===== config.mk =====
export PLATFORM = sky130hd
export DESIGN_NAME = stream_mux_rr
export DESIGN_NICKNAME = d
export VERILOG_FILES = /design/src/rtl/stream_mux_rr.sv
export SDC_FILE = /design/constraint.sdc
export NUM_CORES = 1
export LEC_CHECK = 0
export CORE_MARGIN = 10
export CORE_UTILIZATION = 43
export CTS_BUF_LIST = sky130_fd_sc_hd__clkbuf_4
export DETAILED_ROUTE_END_ITERATION = 10
export PLACE_DENSITY = 0.91
export SLEW_MARGIN = 10
export SYNTH_ARGS = -nofsm -noshare
export SYNTH_HDL_FRONTEND = slang
export SYNTH_SLANG_ARGS = --single-unit

===== constraint.sdc =====
create_clock -name clk -period 3.8 [get_ports clk]
set_input_delay 0.57 -clock clk [delete_from_list [all_inputs] [get_ports clk]]
set_output_delay 0.57 -clock clk [all_outputs]
set_load 0.03 [all_outputs]

===== src/rtl/stream_mux_rr.sv =====
// N-channel valid/ready stream mux: round-robin or fixed-priority arbitration into one output
// register. Define STREAM_MUX_LAST_EN to add in_last/out_last and lock arbitration per packet.
module stream_mux_rr #(
   parameter int unsigned NCH   = 4,
   parameter int unsigned WIDTH = 8,
   localparam int unsigned SELW = $clog2(NCH)
) (
   input  logic                 clk,
   input  logic                 rst_n,
   input  logic                 mode,
`ifdef STREAM_MUX_LAST_EN
   input  logic [NCH-1:0]       in_last,
   output logic                 out_last,
`endif
   input  logic [NCH*WIDTH-1:0] in_data,
   input  logic [NCH-1:0]       in_valid,
   output logic [NCH-1:0]       in_ready,
   output logic [WIDTH-1:0]     out_data,
   output logic                 out_valid,
   input  logic                 out_ready,
   output logic [SELW-1:0]      out_sel
);

   logic [SELW-1:0]  ptr, gnt_idx, ptr_nxt;
   logic             gnt_found, load_en, accept, ptr_adv;
   logic [WIDTH-1:0] chan_data [NCH];
   int unsigned      cand;

`ifdef STREAM_MUX_LAST_EN
   logic            lock;
   logic [SELW-1:0] lock_ch;
`endif

   for (genvar i = 0; i < NCH; i++) begin : g_unpack
      assign chan_data[i] = in_data[i*WIDTH +: WIDTH];
   end

   assign load_en = !out_valid || out_ready;
   assign accept  = load_en && gnt_found;
   assign ptr_nxt = (gnt_idx == SELW'(NCH - 1)) ? '0 : gnt_idx + SELW'(1);

`ifdef STREAM_MUX_LAST_EN
   // Mid-packet beats keep the pointer parked so the rotation resumes after the packet.
   assign ptr_adv = in_last[gnt_idx];
`else
   assign ptr_adv = 1'b1;
`endif

   always_comb begin
      gnt_found = 1'b0;
      gnt_idx   = '0;
      cand      = 0;
`ifdef STREAM_MUX_LAST_EN
      if (lock) begin
         gnt_found = in_valid[lock_ch];
         gnt_idx   = lock_ch;
      end else
`endif
      if (mode) begin
         for (int i = int'(NCH) - 1; i >= 0; i--) begin
            if (in_valid[SELW'(i)]) begin
               gnt_found = 1'b1;
               gnt_idx   = SELW'(i);
            end
         end
      end else begin
         for (int unsigned k = 0; k < NCH; k++) begin
            cand = 32'(ptr) + k;
            if (cand >= NCH) cand = cand - NCH;
            if (!gnt_found && in_valid[SELW'(cand)]) begin
               gnt_found = 1'b1;
               gnt_idx   = SELW'(cand);
            end
         end
      end
   end

   always_comb begin
      in_ready = '0;
      if (load_en && rst_n && gnt_found) in_ready[gnt_idx] = 1'b1;
   end

   always_ff @(posedge clk or negedge rst_n) begin
      if (!rst_n) begin
         out_data  <= '0;
         out_valid <= 1'b0;
         out_sel   <= '0;
         ptr       <= '0;
      end else if (load_en) begin
         out_valid <= gnt_found;
         if (gnt_found) begin
            out_data <= chan_data[gnt_idx];
            out_sel  <= gnt_idx;
            if (ptr_adv) ptr <= ptr_nxt;
         end
      end
   end

`ifdef STREAM_MUX_LAST_EN
   always_ff @(posedge clk or negedge rst_n) begin
      if (!rst_n) begin
         out_last <= 1'b0;
         lock     <= 1'b0;
         lock_ch  <= '0;
      end else if (accept) begin
         out_last <= in_last[gnt_idx];
         lock     <= !in_last[gnt_idx];
         lock_ch  <= gnt_idx;
      end
   end
`endif

endmodule

==> metrics.cfg, run 1 <==
[floorplanning]
coreArea_um2 = 2230
die_area_um2 = 4710
fp.dieW_um = 68.7
io_pins = 55
dieHeight_um = 68.7
rows = 17
start_util_pct = 45.6

[placed_design]
dp_hpwl_um = 2800
postPlaceCellArea_um2 = 1580
post-place-ws_ns = 0.255
gp_congestion = 0.812
io_buffers = 54

[logic_synthesis]
synth-main-ff-cell = dfrtp_1
ys_seq_area_share_pct = 31.9
postSynthAreaPerCell_um2 = 9.43
synth.top_cell.area_share_pct = 31.9
synth_edf_count = 0
netlist_top_cells_area = dfrtp_1 (32%), mux2i_1 (6.9%), a41oi_1 (6.0%), o211ai_1 (5.2%), and2_1 (4.9%)
syn-instance-count = 108
yosysTopAreaCell = dfrtp_1
ys_types = 37
synth_area_um2 = 1020
ys_ff_latch = 13
yosys_warnings = 0
synthArstFlopShare_pct = 100
synth_fp_nets = 152

[clock_tree]
tritoncts = yes
cts.sinks = 13
postCtsSetupRepairBufs = 0
clkLatencyLatePin_ns = 0.30
cts_hold_buf = 0
ctsLongestPathBuffers = 2
clkSlewWorstSetupHoldPaths_ns = 0.08
ctsResizeCount = 0
cts_inserted_buffers = 3
htree_levels = 1
cts-root-buf = clkbuf_4

[power]
combPwrFrac_pct = 51.2
powerDensity_nw_per_um2 = 366
ir_worst_vdd_v = 0.000291
power.leakage_nw = 0.656
sequentialPowerShare_pct = 32.0
swShare_pct = 39.3
clkPwrFrac_pct = 16.9
p_int_w = 0.000356
p_sw_w = 0.000230
p_total_w = 0.000587

[global_routing]
grt_first_pass_wirelength_um = 5240
grt_max_degree = 19
antenna_found_initial = 0
grt-ovfl-total = 0
grtUsageMet3_pct = 4.51
grtUsageMet1_pct = 14.8
grt_util_met2_pct = 27.1
grt.total_usage_pct = 14.6
grt.busiest_layer = met2
grt_pass1_vias = 1124

[worst_setup_path]
path_cells = clkdlybuf4s50_1 > nand2b_1 > a211oi_1 > nor3_2 > inv_4 > ha_1 > and3_1 > clkdlybuf4s50_1
cp_num_buf_inv = 3
crit_required_ns = 3.23
crit_fanout = 18
critical-path-max-stage-delay_ns = 0.68
worstSetupPathType = in -> out
crit_top_cell = clkdlybuf4s50_1
end_kind = primary output
crit_family = buffers and inverters
cp_data_arrival_time_ns = 2.97
cpMaxStageDelayCell = clkdlybuf4s50_1
cp-start-kind = input port

[sta]
relSlewSlack_pct = 53.9
hold_viol_final = 0
setup_slack_ns = 0.259
rsz0062_at_grt = no
clock.fmax_ghz = 0.282
finalSetupViolCount = 0
period_needed_ns = 3.54
tns_ns = 0
slew_viol_final = 0
finalClockSkew_ns = 0.00651
worst_pin_slew_ns = 0.687
fin_crit_sh_pct = 93.2

[final_layout]
diodes = 0
final_common_cell = clkdlybuf4s50_1
fin_area_um2 = 1610
n_fill_cell = 170
nets = 209
multi_input_area_um2 = 632
drive_gt1_share_pct = 11.6
layout_common_cells = clkdlybuf4s50_1 (52), dfrtp_1 (13), and2_1 (8)
register_area_um2 = 325
area_growth_pct = 57.6

[detailed_routing]
first_iter_violations = 31
drt-total-wl_um = 3430
ant_nets = 0
via_count = 1100
drc = 0
via_per_inst = 5.73
wl_per_cell_um = 17.8
dr.pass1.iters = 4

[run_status]
status = finished, final reports clean

[hold_path]
worst_hold_path_type = in -> async

[job]
max_cap_viol_count = 0

worst paths after layout:
kind	end	from	slack (ns)	depth (start not counted)
worst max-delay path	in_ready[2]	in_valid[2]	0.26	8
worst min-delay path	out_valid	rst_n	0.46	1
worst max register to register	out_data[2]	ptr[1]	1.86	6
worst min register to register	out_sel[1]	out_sel[1]	0.49	1
max in group asynchronous	out_data[0]	rst_n	2.92	2
min in group clk	out_sel[1]	out_sel[1]	0.49	1
cell families after synthesis:
group           count (synthesis)  share of synthesized area, %
buf+inv                        10                          6.02
mux                             7                          6.88
flops                          13                          31.9
compound gates                 31                          22.7
simple gates                   43                          27.5
fa+ha+maj                       4                          4.91
per-stage QoR:
step                hold WS, ns  utilization [%]  std cells
floorplan                 0.274                -        108
global placement          0.464             70.5        188
detailed placement        0.470             70.5        188
CTS                       0.460             71.9        192
global route              0.468             71.9        192
finish                    0.462             71.9        192
cell type report:
class	count	share of cell area [%]
clock buffer	4	1.87
inverter	4	1.09
multi-input combinational	85	39.4
sequential	13	20.3
tap	28	2.18
timing repair buffer	58	35.2
state kept, by name (all words and copies together), names as in the netlist:
| name | count |
|---|---|
| ptr | 2 |
| out_data | 8 |
| out_valid | 1 |
| out_sel | 2 |
power groups by stage:
stage          Combinational [W]  Clock [W]  Sequential, W
2_1_floorplan           0.000126          0       0.000235
3_3_place_gp            0.000291          0       0.000189
3_5_place_dp            0.000300          0       0.000190
4_1_cts                 0.000302   0.000100       0.000188
5_1_grt                 0.000325   0.000106       0.000192
6_report                0.000300  0.0000991       0.000188
synth_stat cells, types with 2 or more instances:
cell,n
or2_2,2
ha_1,4
nand2b_1,4
a21oi_1,3
nand3_1,7
and3_1,4
buf_2,2
and2_1,8
nand2_1,4
a41oi_1,7
nand3b_1,3
buf_6,2
dfrtp_1,13
o211ai_1,7
o21a_1,2
mux2i_1,7
inv_1,3
o21ai_0,3
nor2b_1,2
a211oi_1,3
nor3_2,2
worst reg2reg max path: stages (launching register included):
cell and delay (ns):
dfrtp_1 0.45, nand2b_1 0.17, a211oi_1 0.43, nor3_2 0.12, inv_4 0.20, mux2i_1 0.30, o211ai_1 0.13
routing by layer:
metal / up-vias / wire (um)
li1: 523 / -
met1: 540 / 1250
met2: 31 / 1930
met3: 6 / 180
met4: 0 / 66
met5: - / 0
(Power assumes the default switching activity.)
==> inputs of run 2 (changes only) <==
--- a/config.mk
+++ b/config.mk
@@ -5,11 +5,11 @@
 export SDC_FILE = /design/constraint.sdc
 export NUM_CORES = 1
 export LEC_CHECK = 0
-export CORE_MARGIN = 10
-export CORE_UTILIZATION = 43
+export CORE_MARGIN = 2
+export CORE_UTILIZATION = 30
 export CTS_BUF_LIST = sky130_fd_sc_hd__clkbuf_4
 export DETAILED_ROUTE_END_ITERATION = 10
-export PLACE_DENSITY = 0.91
+export PLACE_DENSITY = 0.68
 export SLEW_MARGIN = 10
 export SYNTH_ARGS = -nofsm -noshare
 export SYNTH_HDL_FRONTEND = slang
==> run 2 against run 1 <==
Utilization fell by 22 points. Worst setup slack improved by 0.21 ns. Die area fell by 18%. Combinational power barely moved. Worst hold slack improved by 0.025 ns. Critical path depth did not move. Critical endpoint is now in_ready[0]. Largest power group unchanged. Highest routed layer unchanged.
==> metrics.cfg, run 2 (synthesis results as in run 1) <==
[clock_tree]
cts.sinks = 13  ; unchanged
cts-root-buf = clkbuf_4  ; unchanged
tritoncts = yes  ; unchanged
ctsLongestPathBuffers = 2  ; unchanged
cts_inserted_buffers = 3  ; unchanged
cts_hold_buf = 0  ; unchanged
postCtsSetupRepairBufs = 0  ; unchanged
clkLatencyLatePin_ns = 0.28  ; was 0.30 ns
htree_levels = 1  ; unchanged
ctsResizeCount = 0  ; unchanged
clkSlewWorstSetupHoldPaths_ns = 0.07  ; was 0.08 ns

[detailed_routing]
first_iter_violations = 46  ; was 31
ant_nets = 0  ; unchanged
via_count = 1065  ; was 1,100
drt-total-wl_um = 3120  ; was 3430 um
drc = 0  ; unchanged
dr.pass1.iters = 4  ; unchanged
via_per_inst = 5.05  ; was 5.73
wl_per_cell_um = 14.8  ; was 17.8 um

[power]
p_int_w = 0.000359  ; was 0.000356 W
clkPwrFrac_pct = 16.0  ; was 16.9%
sequentialPowerShare_pct = 32.3  ; was 32.0%
p_total_w = 0.000581  ; was 0.000587 W
ir_worst_vdd_v = 0.000277  ; was 0.000291 V
power.leakage_nw = 0.661  ; was 0.656 nW
combPwrFrac_pct = 51.7  ; was 51.2%
swShare_pct = 38.3  ; was 39.3%
p_sw_w = 0.000223  ; was 0.000230 W
powerDensity_nw_per_um2 = 355  ; was 366 nW/um^2

[worst_setup_path]
cp_data_arrival_time_ns = 2.76  ; was 2.97 ns
cp-start-kind = input port  ; unchanged
crit_required_ns = 3.23  ; about the same
end_kind = primary output  ; unchanged
worstSetupPathType = in -> out  ; unchanged
crit_fanout = 6  ; was 18

[sta]
finalClockSkew_ns = 0.00680  ; was 0.00651 ns
period_needed_ns = 3.33  ; was 3.54 ns
tns_ns = 0  ; unchanged
hold_viol_final = 0  ; unchanged
relSlewSlack_pct = 55.8  ; was 53.9%
worst_pin_slew_ns = 0.660  ; was 0.687 ns
fin_crit_sh_pct = 87.5  ; was 93.2%
finalSetupViolCount = 0  ; unchanged
slew_viol_final = 0  ; unchanged
rsz0062_at_grt = no  ; unchanged
clock.fmax_ghz = 0.301  ; was 0.282 GHz

[job]
max_cap_viol_count = 0  ; unchanged

[final_layout]
diodes = 0  ; unchanged
reg.largest.list = out_data: 8 flops, out_sel: 2 flops, ptr: 2 flops  ; unchanged
largest-register = out_data  ; unchanged
drive_gt1_share_pct = 12.1  ; was 11.6%
n_fill_cell = 344  ; was 170
layout_common_cells = clkdlybuf4s50_1 (52), dfrtp_1 (13), and2_1 (8)  ; unchanged
final_common_cell = clkdlybuf4s50_1  ; unchanged
area_growth_pct = 60.6  ; was 57.6%
nets = 210  ; was 209
largest_register_ffs = 8  ; unchanged

[placed_design]
gp_congestion = 0.734  ; was 0.812
dp_hpwl_um = 2500  ; was 2800 um
io_buffers = 54  ; unchanged

[hold_path]
worst_hold_path_type = reg -> reg  ; was in -> async

[global_routing]
grt-ovfl-total = 0  ; unchanged
grt_max_degree = 17  ; was 19
grt_pass1_vias = 1079  ; was 1,124
grt.total_usage_pct = 16.6  ; was 14.6%
antenna_found_initial = 0  ; unchanged
grt_first_pass_wirelength_um = 5180  ; was 5240 um

[floorplanning]
io_pins = 55  ; unchanged
dieHeight_um = 62.3  ; was 68.7 um
coreArea_um2 = 3310  ; was 2230 um^2
start_util_pct = 30.8  ; was 45.6%
rows = 21  ; was 17
die_area_um2 = 3880  ; was 4710 um^2
fp.dieW_um = 62.3  ; was 68.7 um

[run_status]
status = finished, final reports clean  ; unchanged

==> run 2: metal layers <==
metal,track usage (%),part of all wire (%)
met1,21.0,44
met2,28.9,52
met3,3.44,3.9
met4,4.17,0.48
met5,0,0
==> run 2: path summary, 6_finish.rpt <==
path | start | end | slack (ns) | depth (start not counted)
max in group asynchronous | rst_n | ptr[1] | 2.74 | 2
min in group asynchronous | rst_n | out_data[2] | 0.59 | 1
setup / recovery | in_valid[2] | in_ready[0] | 0.47 | 8
setup reg to reg | ptr[1] | out_data[0] | 1.84 | 7
hold / removal | out_sel[1] | out_sel[1] | 0.49 | 1
hold reg to reg | out_sel[1] | out_sel[1] | 0.49 | 1
==> run 2: power groups by stage <==
| stage | sequential (W) | clock, W | combinational, W |
|---|---|---|---|
| floorplan | 0.000235 | 0 | 0.000126 |
| global placement | 0.000189 | 0 | 0.000297 |
| detailed placement | 0.000190 | 0 | 0.000301 |
| CTS | 0.000188 | 0.0000995 | 0.000303 |
| global route | 0.000192 | 0.000109 | 0.000323 |
| finish | 0.000188 | 0.0000929 | 0.000301 |
==> run 2: cell type report <==
class	count	area [um^2]	area share [%]
Multi-Input combinational cell	85	632	38.6
Timing Repair Buffer	59	573	35.0
Clock buffer	4	30.0	1.84
Tap cell	46	57.6	3.52
Sequential cell	13	325	19.9
Inverter	4	17.5	1.07
==> run 2: metrics by stage <==
stage / cell area (um^2) / worst slack (ns) / cells / utilization (%) / hold slack, ns
after floorplan: 1020 / 1.31 / 108 / - / 0.274
after global placement: 1610 / 0.503 / 207 / 48.5 / 0.465
after detailed placement: 1610 / 0.467 / 207 / 48.5 / 0.475
after CTS: 1640 / 0.464 / 211 / 49.4 / 0.498
after global routing: 1640 / 0.348 / 211 / 49.4 / 0.526
final: 1640 / 0.474 / 211 / 49.4 / 0.487
==> run 2: critical path, stage by stage <==
cell,delay [ns]
clkdlybuf4s50_1,0.56
nand2b_1,0.08
a211oi_1,0.40
nor3_2,0.11
inv_4,0.07
ha_1,0.14
and3_1,0.15
clkdlybuf4s50_1,0.67
==> inputs of run 3 (changes only) <==
--- a/config.mk
+++ b/config.mk
@@ -5,10 +5,11 @@
 export SDC_FILE = /design/constraint.sdc
 export NUM_CORES = 1
 export LEC_CHECK = 0
-export CORE_MARGIN = 2
+export CAP_MARGIN = 20
 export CORE_UTILIZATION = 30
 export CTS_BUF_LIST = sky130_fd_sc_hd__clkbuf_4
 export DETAILED_ROUTE_END_ITERATION = 10
+export MAX_ROUTING_LAYER = met4
 export PLACE_DENSITY = 0.68
 export SLEW_MARGIN = 10
 export SYNTH_ARGS = -nofsm -noshare
==> run 3 against run 2 <==
Final cell count fell by 0.95%. Clock skew fell by 0.0047 ns. Global-route usage rose by 2.0 points. Non-clock buffer count did not move. First-iteration DRC count fell by 50%. Sequential cell count did not move. Count of clock-buffer cells in the layout did not move. Routed wire length fell by 4.0%. Final area fell by 0.15%. Critical path depth did not move.
==> metrics.cfg, run 3 (synthesis results as in run 1) <==
[power]
ir_worst_vdd_v = 0.000167  ; was 0.000277 V
power.leakage_nw = 0.661  ; unchanged
powerDensity_nw_per_um2 = 355  ; about the same

[worst_setup_path]
cp_data_arrival_time_ns = 2.79  ; was 2.76 ns
cp-start-kind = input port  ; unchanged
cpMaxStageDelayCell = clkdlybuf4s50_1  ; unchanged
crit_top_cell = clkdlybuf4s50_1  ; unchanged
crit-reg2reg-launch = ptr[1]  ; unchanged
end_kind = primary output  ; unchanged
crit_family = buffers and inverters  ; unchanged
crit-reg2reg-capture = out_data[3]  ; was out_data[0]
r2r_cells = 7  ; unchanged
worstSetupPathType = in -> out  ; unchanged
crit_required_ns = 3.23  ; about the same
cp_num_buf_inv = 3  ; unchanged
rrSetupSlack_ns = 1.82  ; was 1.84 ns
crit_fanout = 6  ; unchanged
path_cells = clkdlybuf4s50_1 > nand2b_1 > a211oi_1 > nor3_2 > inv_4 > ha_1 > and3_1 > clkdlybuf4s50_1  ; unchanged
critical-path-max-stage-delay_ns = 0.66  ; was 0.67 ns

[sta]
worst_pin_slew_ns = 0.634  ; was 0.660 ns
clock.fmax_ghz = 0.298  ; was 0.301 GHz
slew_viol_final = 0  ; unchanged
relSlewSlack_pct = 57.5  ; was 55.8%
hold_viol_final = 0  ; unchanged
rsz0062_at_grt = no  ; unchanged
period_needed_ns = 3.36  ; was 3.33 ns
finalSetupViolCount = 0  ; unchanged
fin_crit_sh_pct = 88.3  ; was 87.5%
tns_ns = 0  ; unchanged
finalClockSkew_ns = 0.00214  ; was 0.00680 ns

[hold_path]
hold_path_end = out_sel[1]  ; unchanged
hold_depth = 1  ; unchanged
worst_hold_path_type = reg -> reg  ; unchanged
min-delay-start = out_sel[1]  ; unchanged

[detailed_routing]
first_iter_violations = 23  ; was 46
via_per_inst = 5.11  ; was 5.05
wl_per_cell_um = 14.3  ; was 14.8 um
drt-total-wl_um = 2990  ; was 3120 um
ant_nets = 0  ; unchanged
via_count = 1067  ; was 1,065
drc = 0  ; unchanged
dr.pass1.iters = 4  ; unchanged

[final_layout]
final_common_cell = clkdlybuf4s50_1  ; unchanged
diodes = 0  ; unchanged
register_area_um2 = 325  ; unchanged
drive_gt1_share_pct = 12.1  ; unchanged
layout_common_cells = clkdlybuf4s50_1 (52), dfrtp_1 (13), and2_1 (8)  ; unchanged
nets = 210  ; unchanged
largest_register_ffs = 8  ; unchanged
final_cells = 209  ; was 211
reg.largest.list = out_data: 8 flops, out_sel: 2 flops, ptr: 2 flops  ; unchanged
largest-register = out_data  ; unchanged
n_fill_cell = 313  ; was 344
area_growth_pct = 60.3  ; was 60.6%
multi_input_area_um2 = 632  ; unchanged

[clock_tree]
postCtsSetupRepairBufs = 0  ; unchanged
htree_levels = 1  ; unchanged
cts_hold_buf = 0  ; unchanged
clkLatencyLatePin_ns = 0.27  ; was 0.28 ns
tritoncts = yes  ; unchanged
ctsLongestPathBuffers = 2  ; unchanged
cts.sinks = 13  ; unchanged
cts-root-buf = clkbuf_4  ; unchanged
clkSlewWorstSetupHoldPaths_ns = 0.08  ; was 0.07 ns
ctsResizeCount = 0  ; unchanged
cts_inserted_buffers = 3  ; unchanged

[floorplanning]
rows = 20  ; was 21
fp.dieW_um = 60.3  ; was 62.3 um
die_area_um2 = 3630  ; was 3880 um^2
io_pins = 55  ; unchanged
dieHeight_um = 60.3  ; was 62.3 um
start_util_pct = 32.6  ; was 30.8%
coreArea_um2 = 3130  ; was 3310 um^2

[placed_design]
dp_hpwl_um = 2300  ; was 2500 um
gp_congestion = 0.792  ; was 0.734
io_buffers = 54  ; unchanged
dpl.cell_count = 205  ; was 207

[global_routing]
grt_first_pass_wirelength_um = 4770  ; was 5180 um
grt-ovfl-total = 0  ; unchanged
grt_pass1_vias = 1075  ; was 1,079
grt.total_usage_pct = 18.6  ; was 16.6%
antenna_found_initial = 0  ; unchanged
grt_max_degree = 18  ; was 17

[run_status]
status = finished, final reports clean  ; unchanged

[job]
max_cap_viol_count = 0  ; unchanged

-- run 3: cell counts in the layout (fill, tap and decap cells not counted) --
Identical to the previous run, type by type.
-- run 3: cell type report --
type                            count  share of cell area, %
Clock buffer                        4                   1.84
Inverter                            4                   1.07
Multi-Input combinational cell     85                   38.7
Sequential cell                    13                   19.9
Tap cell                           44                   3.37
Timing Repair Buffer               59                   35.1
-- run 3: report_power, final --
part           total [W]  internal, W  switching, W
Sequential      0.000191     0.000167     0.0000239
Combinational   0.000297     0.000143      0.000154
Clock          0.0000915    0.0000478     0.0000437
Total           0.000579     0.000358      0.000221
-- run 3: worst max-delay path by stage --
stage	endpoint	startpoint	depth (start not counted)	slack [ns]
CTS	in_ready[2]	in_valid[2]	8	0.46
finish	in_ready[2]	in_valid[2]	8	0.44
global placement	in_ready[0]	in_valid[3]	8	0.50
floorplan	in_ready[3]	mode	7	1.31
detailed placement	in_ready[2]	in_valid[2]	8	0.47
global route	in_ready[0]	in_valid[2]	8	0.30
-- run 3: layer usage --
metal  vias up  GRT usage (%)  share of wire [%]
li1        525              -                  -
met1       501           22.6                 45
met2        39           30.0                 48
met3         2           3.46                5.9
met4         0           7.64                1.1
met5         -              -                  0
-- run 3: per-stage QoR --
step / hold slack [ns] / utilization (%) / instance area (um^2) / total power [W] / setup WS [ns]
2_1_floorplan: 0.274 / - / 1020 / 0.000361 / 1.31
3_3_place_gp: 0.460 / 51.2 / 1600 / 0.000487 / 0.503
3_5_place_dp: 0.465 / 51.2 / 1600 / 0.000491 / 0.467
4_1_cts: 0.483 / 52.2 / 1630 / 0.000584 / 0.459
5_1_grt: 0.499 / 52.2 / 1630 / 0.000617 / 0.299
6_report: 0.482 / 52.2 / 1630 / 0.000579 / 0.443
-- run 3: worst register-to-register path: cells and delay by family, from the launching register on --
family / cells / cell delay [ns]
muxes: 1 / 0.24
AOI/OAI and AO/OA: 2 / 0.52
buffers and inverters: 2 / 0.33
and+or+nand+nor: 2 / 0.29
DFF: 1 / 0.48
